`src/rtl/prod_bcd_conv_pkg.sv`:
```
// Shared definitions for the sequential binary-to-BCD converter:
// FSM state encoding, operand/digit sizes and derived widths.
package prod_bcd_conv_pkg;

    localparam int DIGITS = 3;
    localparam int IN_W   = 8;
    localparam int ITER   = 8;

    // Digit field sits above the binary field in the working shift register.
    localparam int BCD_W  = 4 * DIGITS;
    localparam int SR_W   = BCD_W + IN_W;
    localparam int CNT_W  = 4;

    // Count value during the final shift step of a conversion.
    localparam logic [CNT_W-1:0] LAST_ITER = CNT_W'(ITER - 1);

    typedef enum logic {
        IDLE  = 1'b0,
        SHIFT = 1'b1
    } state_t;

endpackage

```
`src/rtl/prod_bcd_conv_bcd_digit_adj.sv`:
```
// Double-dabble digit correction: any BCD digit of 5 or more gets +3 so
// that the following left shift carries correctly into the next digit.
module bcd_digit_adj (
    input  logic [3:0] digit_i,
    output logic [3:0] digit_o
);

    assign digit_o = (digit_i >= 4'd5) ? digit_i + 4'd3 : digit_i;

endmodule

```
`src/rtl/prod_bcd_conv.sv`:
```
// Sequential binary-to-BCD converter for an 8-bit product.
// One adjust-and-shift step per clock, eight steps per conversion.
// All outputs come straight from registers.
module prod_bcd_conv
    import prod_bcd_conv_pkg::*;
(
    input  logic             clk,
    input  logic             rst_n,
    input  logic             start_i,
    input  logic [IN_W-1:0]  bin_i,
    output logic             busy_o,
    output logic             done_o,
    output logic [BCD_W-1:0] bcd_o
);

    state_t             state_q, state_d;
    logic [SR_W-1:0]    shiftReg_q;
    logic [CNT_W-1:0]   iterCnt_q;
    logic [BCD_W-1:0]   bcd_q;
    logic               done_q;

    logic               loadEn;
    logic               shiftEn;
    logic               lastStep;

    logic [BCD_W-1:0]   adjDigits;
    logic [SR_W-1:0]    adjusted;
    logic [SR_W-1:0]    shifted;

    // Correct every digit field of the working register before it shifts.
    for (genvar d = 0; d < DIGITS; d++) begin : gDigit
        bcd_digit_adj uAdj (
            .digit_i (shiftReg_q[IN_W + 4*d +: 4]),
            .digit_o (adjDigits[4*d +: 4])
        );
    end

    assign adjusted = {adjDigits, shiftReg_q[IN_W-1:0]};
    assign shifted  = adjusted << 1;

    // FSM state register.
    always_ff @(posedge clk or negedge rst_n) begin
        if (!rst_n) begin
            state_q <= IDLE;
        end else begin
            state_q <= state_d;
        end
    end

    // Next state: leave IDLE on a start request, return after the eighth shift.
    always_comb begin
        state_d = state_q;
        unique case (state_q)
            IDLE:    if (start_i) state_d = SHIFT;
            SHIFT:   if (iterCnt_q == LAST_ITER) state_d = IDLE;
            default: state_d = IDLE;
        endcase
    end

    // Datapath controls decoded from the current state.
    always_comb begin
        loadEn   = 1'b0;
        shiftEn  = 1'b0;
        lastStep = 1'b0;
        unique case (state_q)
            IDLE:    loadEn = start_i;
            SHIFT: begin
                shiftEn  = 1'b1;
                lastStep = (iterCnt_q == LAST_ITER);
            end
            default: ;
        endcase
    end

    // Working register, iteration count, result and completion pulse.
    always_ff @(posedge clk or negedge rst_n) begin
        if (!rst_n) begin
            shiftReg_q <= '0;
            iterCnt_q  <= '0;
            bcd_q      <= '0;
            done_q     <= 1'b0;
        end else begin
            done_q <= lastStep;
            if (loadEn) begin
                shiftReg_q <= {{BCD_W{1'b0}}, bin_i};
                iterCnt_q  <= '0;
            end else if (shiftEn) begin
                shiftReg_q <= shifted;
                iterCnt_q  <= iterCnt_q + 1'b1;
            end
            if (lastStep) begin
                bcd_q <= shifted[SR_W-1:IN_W];
            end
        end
    end

    assign busy_o = (state_q == SHIFT);
    assign done_o = done_q;
    assign bcd_o  = bcd_q;

endmodule

```
`config.mk`:
```
export PLATFORM = sky130hd
export DESIGN_NAME = prod_bcd_conv
export DESIGN_NICKNAME = d
export VERILOG_FILES = /design/src/rtl/prod_bcd_conv_pkg.sv /design/src/rtl/prod_bcd_conv_bcd_digit_adj.sv /design/src/rtl/prod_bcd_conv.sv
export SDC_FILE = /design/constraint.sdc
export NUM_CORES = 1
export LEC_CHECK = 0
export CAP_MARGIN = 20
export CORE_UTILIZATION = 50
export CTS_BUF_LIST = sky130_fd_sc_hd__clkbuf_4 sky130_fd_sc_hd__clkbuf_8
export DETAILED_ROUTE_END_ITERATION = 7
export PLACE_DENSITY = 0.77
export SLEW_MARGIN = 25
export SYNTH_ARGS = -nofsm -noshare
export SYNTH_HDL_FRONTEND = slang
export SYNTH_SLANG_ARGS = --single-unit
```
`constraint.sdc`:
```
create_clock -name clk -period 1.4 [get_ports clk]
set_input_delay 0.28 -clock clk [delete_from_list [all_inputs] [get_ports clk]]
set_output_delay 0.28 -clock clk [all_outputs]
set_load 0.05 [all_outputs]
```
==> impl_results.md, run 1 <==
- Rel. slew slack: 75.6%
- Gp weighted congestion: 0.797
- Die W: 62.9 µm
- Setup ws final: -118 ps
- Clock slew at reported path FFs: 70 ps
- CP delay by family, top: multiplexers
- Slew @ Worst Pin: 366 ps
- Crit Path Category: reg -> reg
- Final wirelength: 4820 µm
- Gr usage total: 24.7%
- Tmin final: 1520 ps
- Non-filler cells, final: 268
- CP max stage delay: 380 ps
- Worst path bufs/invs: 1
- Failing checks: setup timing
- Gr ovfl total: 0
- Drt initial violations: 60
- Core Rows: 21
- WL per Instance: 18.0 µm
- Post-synthesis cell count: 171
- Total Power: 7.74 mW
- Largest net degree at the start of global routing: 30
- Vias in the first global route: 1,515
- Synth warn: 0
- DP HPWL: 2860 µm
- H-tree depth: 2
- Fmax: 0.659 GHz
- Post-synth top area cell: dfrtp_1
- Synth top area cells: dfrtp_1 51%, mux2i_1 8.1%, o21ai_1 4.9%, nand2_1 4.9%, ha_1 4.7%
- Power Density: 2740 nW/µm²
- Worst-path fanout max: 3
- Port Buf Inserts: 24
- Cts bufs inserted: 5
- Worst Setup End Kind: flop
- Critical Path AT: 1720 ps
- Synth cell types: 31
- Synthesis-stage register bit count: 38
- Clock Sink Count: 38
- Drt pass-1 iters: 4
- Starting density of the core: 53.9%
- Skew-Pair Late Insertion Delay: 290 ps
- CP max-delay cell: dfrtp_1
- Final net count: 240
- Final period util: 108%
- Area share of the largest cell type after synthesis: 51.2%
- Peak VDD IR: 0.00108 V
- First-pass GRT wire length: 7330 µm
- Max-slew violations: 0
- Leak: 1.31 nW
- Via/cell ratio: 5.56
- Syn nets: 189
- Status: finished, violations left
- Final ANT Viol Nets: 0
- Critical Path Start Type: flop
- Synth-to-layout area growth: 52.3%
- Root Buffer: clkbuf_8
- Remaining DRCs: 0
- Core ar.: 3440 µm²
- Mean instance size in the synthesized netlist: 10.9 µm²
- Max Root-Sink Buffers: 2
- DIE AREA: 3960 µm²
- Placed insts: 254
- Share of layout cells above drive strength 1: 40.1%
- Antenna Cells: 0
- Sequential share of the synthesized area: 51.2%
- # IOs: 25
- Post-Syn Area: 1860 µm²
- Final Skew: 3.68 ps
- CP Cell Sequence: inv_2 -> ha_2 -> nand2b_4 -> a21oi_4 -> mux2_4 -> mux2i_1
- Finish-stage setup viols: 8
- Initial antenna violation count: 0
- TritonCTS clock tree: done
- Worst slack at placement: -144 ps
- Vias: 1,490
- Die Y: 62.9 µm
- Critical Path RT: 1600 ps
- # Max-Cap Violations: 0
- Hold Path Class: in -> async
- Setup TNS: -374 ps
- Unrepaired setup endpoints after global routing: yes
- Hold Vio Cnt, Final: 0
-- area by class of cell --
class                           count  area (µm²)
Multi-Input combinational cell    118        1060
Sequential cell                    38         953
Timing Repair Buffer               52         649
Fill cell                         187         617
Clock buffer                        5        68.8
Tap cell                           46        57.6
Inverter                            7        26.3
Clock inverter                      2        10.0
-- worst register-to-register path, cell delays in order (launching register included) --
cell and delay (ps):
dfrtp_1 380, inv_2 80, ha_2 170, nand2b_4 150, a21oi_4 160, mux2_4 330, mux2i_1 170
-- synthesized netlist by cell type (all sizes together) --
cell     n
or2b     1
xnor2    4
inv      7
o31ai    1
ha       7
nand2   24
nand4b   1
mux2i   16
nor2     4
a21oi    8
a21o     1
nand3    3
clkbuf   2
a22o     4
buf      6
o21ai   22
and2     1
mux2     4
nor3b    6
dfrtp   38
nand2b  10
xor2     1
-- metal layers --
metal	vias up	global-route usage (%)	part of all wire (%)	wire [µm]
met5	-	0	0	0
met1	753	30.9	42	2020
li1	684	-	-	-
met2	43	41.3	52	2510
met3	10	5.66	3.7	178
met4	0	9.30	2.3	113
-- cell families after synthesis --
| family | count (synthesis) | share of synthesized area, % |
|---|---|---|
| fa+ha+maj | 7 | 4.72 |
| simple gates | 50 | 14.2 |
| mux | 20 | 12.1 |
| xor+xnor | 5 | 2.36 |
| compound gates | 36 | 11.6 |
| flops | 38 | 51.2 |
| buf+inv | 15 | 3.71 |
-- power breakdown --
group	switching (mW)	total (mW)	internal, mW
clock network	0.372	0.706	0.334
logic	2.33	4.87	2.53
registers	0.587	2.17	1.58
total	3.29	7.74	4.44
-- stage by stage --
stage / hold slack (ps) / utilization [%] / cell area (µm²)
4_1_cts: 430 / 78.3 / 2700
2_1_floorplan: -15.6 / - / 1890
3_5_place_dp: 205 / 72.3 / 2490
6_report: 430 / 82.1 / 2830
3_3_place_gp: 205 / 72.3 / 2490
5_1_grt: 450 / 82.1 / 2830
-- layout by cell type (no fill, tap or decap), types with 2 or more instances in the layout --
cell             instances
a21oi_1                  3
a21oi_2                  2
a21oi_4                  3
a22o_1                   4
buf_12                  18
buf_4                   20
buf_6                    3
clkbuf_8                 5
clkdlybuf4s50_1          9
clkinv_2                 2
dfrtp_1                 36
dfrtp_2                  2
ha_4                     5
inv_2                    6
mux2_4                   3
mux2i_1                 15
nand2_1                 24
nand2b_1                 7
nand2b_4                 3
nand3_1                  3
nor2_1                   3
nor3b_1                  4
o21ai_0                  3
o21ai_1                 13
o21ai_2                  5
xnor2_4                  3
-- sequential cells by signal, summed over array words and instances (netlist names) --
register,flops
shiftReg_q,20
bcd_o,12
iterCnt_q,4
busy_o,1
done_o,1
-- repair_timing --
item | 4_1_cts | 5_1_grt
pin swaps | 4 | 7
resized for setup | 20 | 19
endpoints found under the setup margin | 12 | 19
setup buffers | 3 | 4
hold buffers | 1 | 0
endpoints found under the hold margin | 13 | 0
-- path summary, 6_finish.rpt --
path | slack [ps] | from | depth (start not counted) | end
max | -120 | shiftReg_q[9] | 6 | shiftReg_q[10]
min | 430 | rst_n | 2 | bcd_o[7]
max reg2reg | -120 | shiftReg_q[9] | 6 | shiftReg_q[10]
min reg2reg | 500 | shiftReg_q[5] | 2 | shiftReg_q[6]
max in group asynchronous | 510 | rst_n | 3 | busy_o
min in group clk | 500 | shiftReg_q[5] | 2 | shiftReg_q[6]
No activity file was read; power rests on OpenSTA's default activity.
==> run 2: changes to the inputs <==
Settings changed: GPL_TIMING_DRIVEN set to 0.
==> impl_results.md, run 2 (synthesis results as in run 1) <==
- Status: finished, violations left
- Failing checks: setup timing
- Synth-to-layout area growth: 38.5%
- Skew-Pair Late Insertion Delay: 300 ps
- # Max-Cap Violations: 0
- WL per Instance: 15.8 µm
- Post-route cell area: 2570 µm²
- CP Cell Sequence: inv_2 -> ha_2 -> nand2b_4 -> a21oi_4 -> mux2_4 -> mux2i_4
- Hold Vio Cnt, Final: 0
- Unrepaired setup endpoints after global routing: yes
- Final Skew: 12.0 ps
- Finish-stage setup viols: 6
- Setup ws final: -85.0 ps
- DP HPWL: 2690 µm
- Via/cell ratio: 5.46
- Final wirelength: 4180 µm
- Worst hold slack: 402 ps
- Gr usage total: 22.9%
- Clock Sink Count: 38
- Initial antenna violation count: 0
- Drt initial violations: 71
- DIE AREA: 3960 µm²
- Vias in the first global route: 1,474
- Placed cell areas: 2200 µm²
- Placed insts: 241
- Worst path bufs/invs: 1
- Clock slew at reported path FFs: 80 ps
- CP max stage delay: 390 ps
- Worst Setup End Kind: flop
- Gp weighted congestion: 0.796
- Power Density: 2680 nW/µm²
- First-pass GRT wire length: 6870 µm
- Rel. slew slack: 68.3%
- Critical Path AT: 1710 ps
- CP delay by family, top: multiplexers
- Max Root-Sink Buffers: 2
- Final period util: 106%
- Worst-path fanout max: 3
- Gr ovfl total: 0
- Drt pass-1 iters: 4
- Hold Path Class: in -> reg
- Most flops, register: shiftReg_q
- Die W: 62.9 µm
- Commonest non-fill, non-tap cell in the layout: dfrtp_1
- Commonest non-fill, non-tap cells in the layout: 37 x dfrtp_1, 24 x nand2_1, 17 x o21ai_1
- Leak: 1.20 nW
- Max-slew violations: 0
- Setup TNS: -220 ps
- Critical Path Start Type: flop
- Tmin final: 1480 ps
- Antenna Cells: 0
- Remaining DRCs: 0
- Core ar.: 3440 µm²
- Fillcell total: 230
- Largest net degree at the start of global routing: 25
- Die Y: 62.9 µm
- # IOs: 25
- Critical Path RT: 1630 ps
- TritonCTS clock tree: done
- Vias: 1,448
- Core Rows: 21
- Largest register FFs: 20
- Fmax: 0.673 GHz
- Final ANT Viol Nets: 0
- CP max-delay cell: dfrtp_1
- Crit Path Category: reg -> reg
- Non-filler cells, final: 265
- Peak VDD IR: 0.00133 V
- Port Buf Inserts: 23
- Share of layout cells above drive strength 1: 35.2%
- Root Buffer: clkbuf_8
- H-tree depth: 2
- Starting density of the core: 53.9%
- Cts bufs inserted: 5
- Final net count: 236
- Slew @ Worst Pin: 476 ps
## run 2: cell types whose count changed in the layout (fill, tap and decap cells not counted), sizes merged
cell,before,now
buf,42,22
bufinv,0,1
clkdlybuf4s15,0,14
clkbuf,5,10
clkinv,2,0
clkdlybuf4s50,9,8
## run 2: worst register-to-register path: stages, from the launching register on
cell and delay (ps):
dfrtp_1 390, inv_2 80, ha_2 170, nand2b_4 140, a21oi_4 150, mux2_4 340
mux2i_4 130
## run 2: metrics by stage
| step | utilization [%] | worst slack [ps] | power, mW |
|---|---|---|---|
| detailed placement | 64.0 | -151 | 5.19 |
| CTS | 72.3 | -48.3 | 6.58 |
| floorplan | - | -14.4 | 4.32 |
| global placement | 63.3 | -908 | 5.01 |
| global route | 74.7 | -102 | 7.28 |
| finish | 74.7 | -85.0 | 6.87 |
## run 2: layout make-up
type | count | area (µm²) | area share, %
buffer | 8 | 47.5 | 1.85
clock buffer | 7 | 83.8 | 3.26
clock inverter | 1 | 30.0 | 1.17
inverter | 7 | 26.3 | 1.02
multi-input combinational | 118 | 972 | 37.8
sequential | 38 | 952 | 37.0
tap | 46 | 57.6 | 2.24
timing repair buffer | 40 | 400 | 15.6
## run 2: path summary, 6_finish.rpt
kind / from / to / slack [ps] / cells past startpoint
hold reg to reg: bcd_o[6] / bcd_o[6] / 480 / 2
max in group asynchronous: rst_n / busy_o / 510 / 3
min in group asynchronous: rst_n / shiftReg_q[2] / 430 / 2
setup / recovery: shiftReg_q[13] / shiftReg_q[14] / -80 / 6
hold / removal: start_i / shiftReg_q[12] / 400 / 3
setup reg to reg: shiftReg_q[13] / shiftReg_q[14] / -80 / 6
## run 2: report_power, final
group          switching (mW)  internal [mW]  total, mW
Sequential              0.418           1.58       2.00
Combinational            2.09           1.82       3.92
Clock                   0.390          0.572      0.962
## run 2: metal layers
metal,share of wire (%),up-vias,wire length (µm),track usage [%]
met2,50,56,2090,39.7
li1,-,676,-,-
met3,6.2,10,258,5.84
met5,0,-,0,0
met4,1.9,0,79,7.27
met1,42,706,1750,27.6
## run 2: repair_timing
item / CTS / global route
endpoints found under the hold margin: 14 / 0
hold buffers: 1 / 0
resized for setup: 59 / 10
setup endpoints to repair: 22 / 19
pin swaps: 7 / 4
buffers inserted: 10 / 5
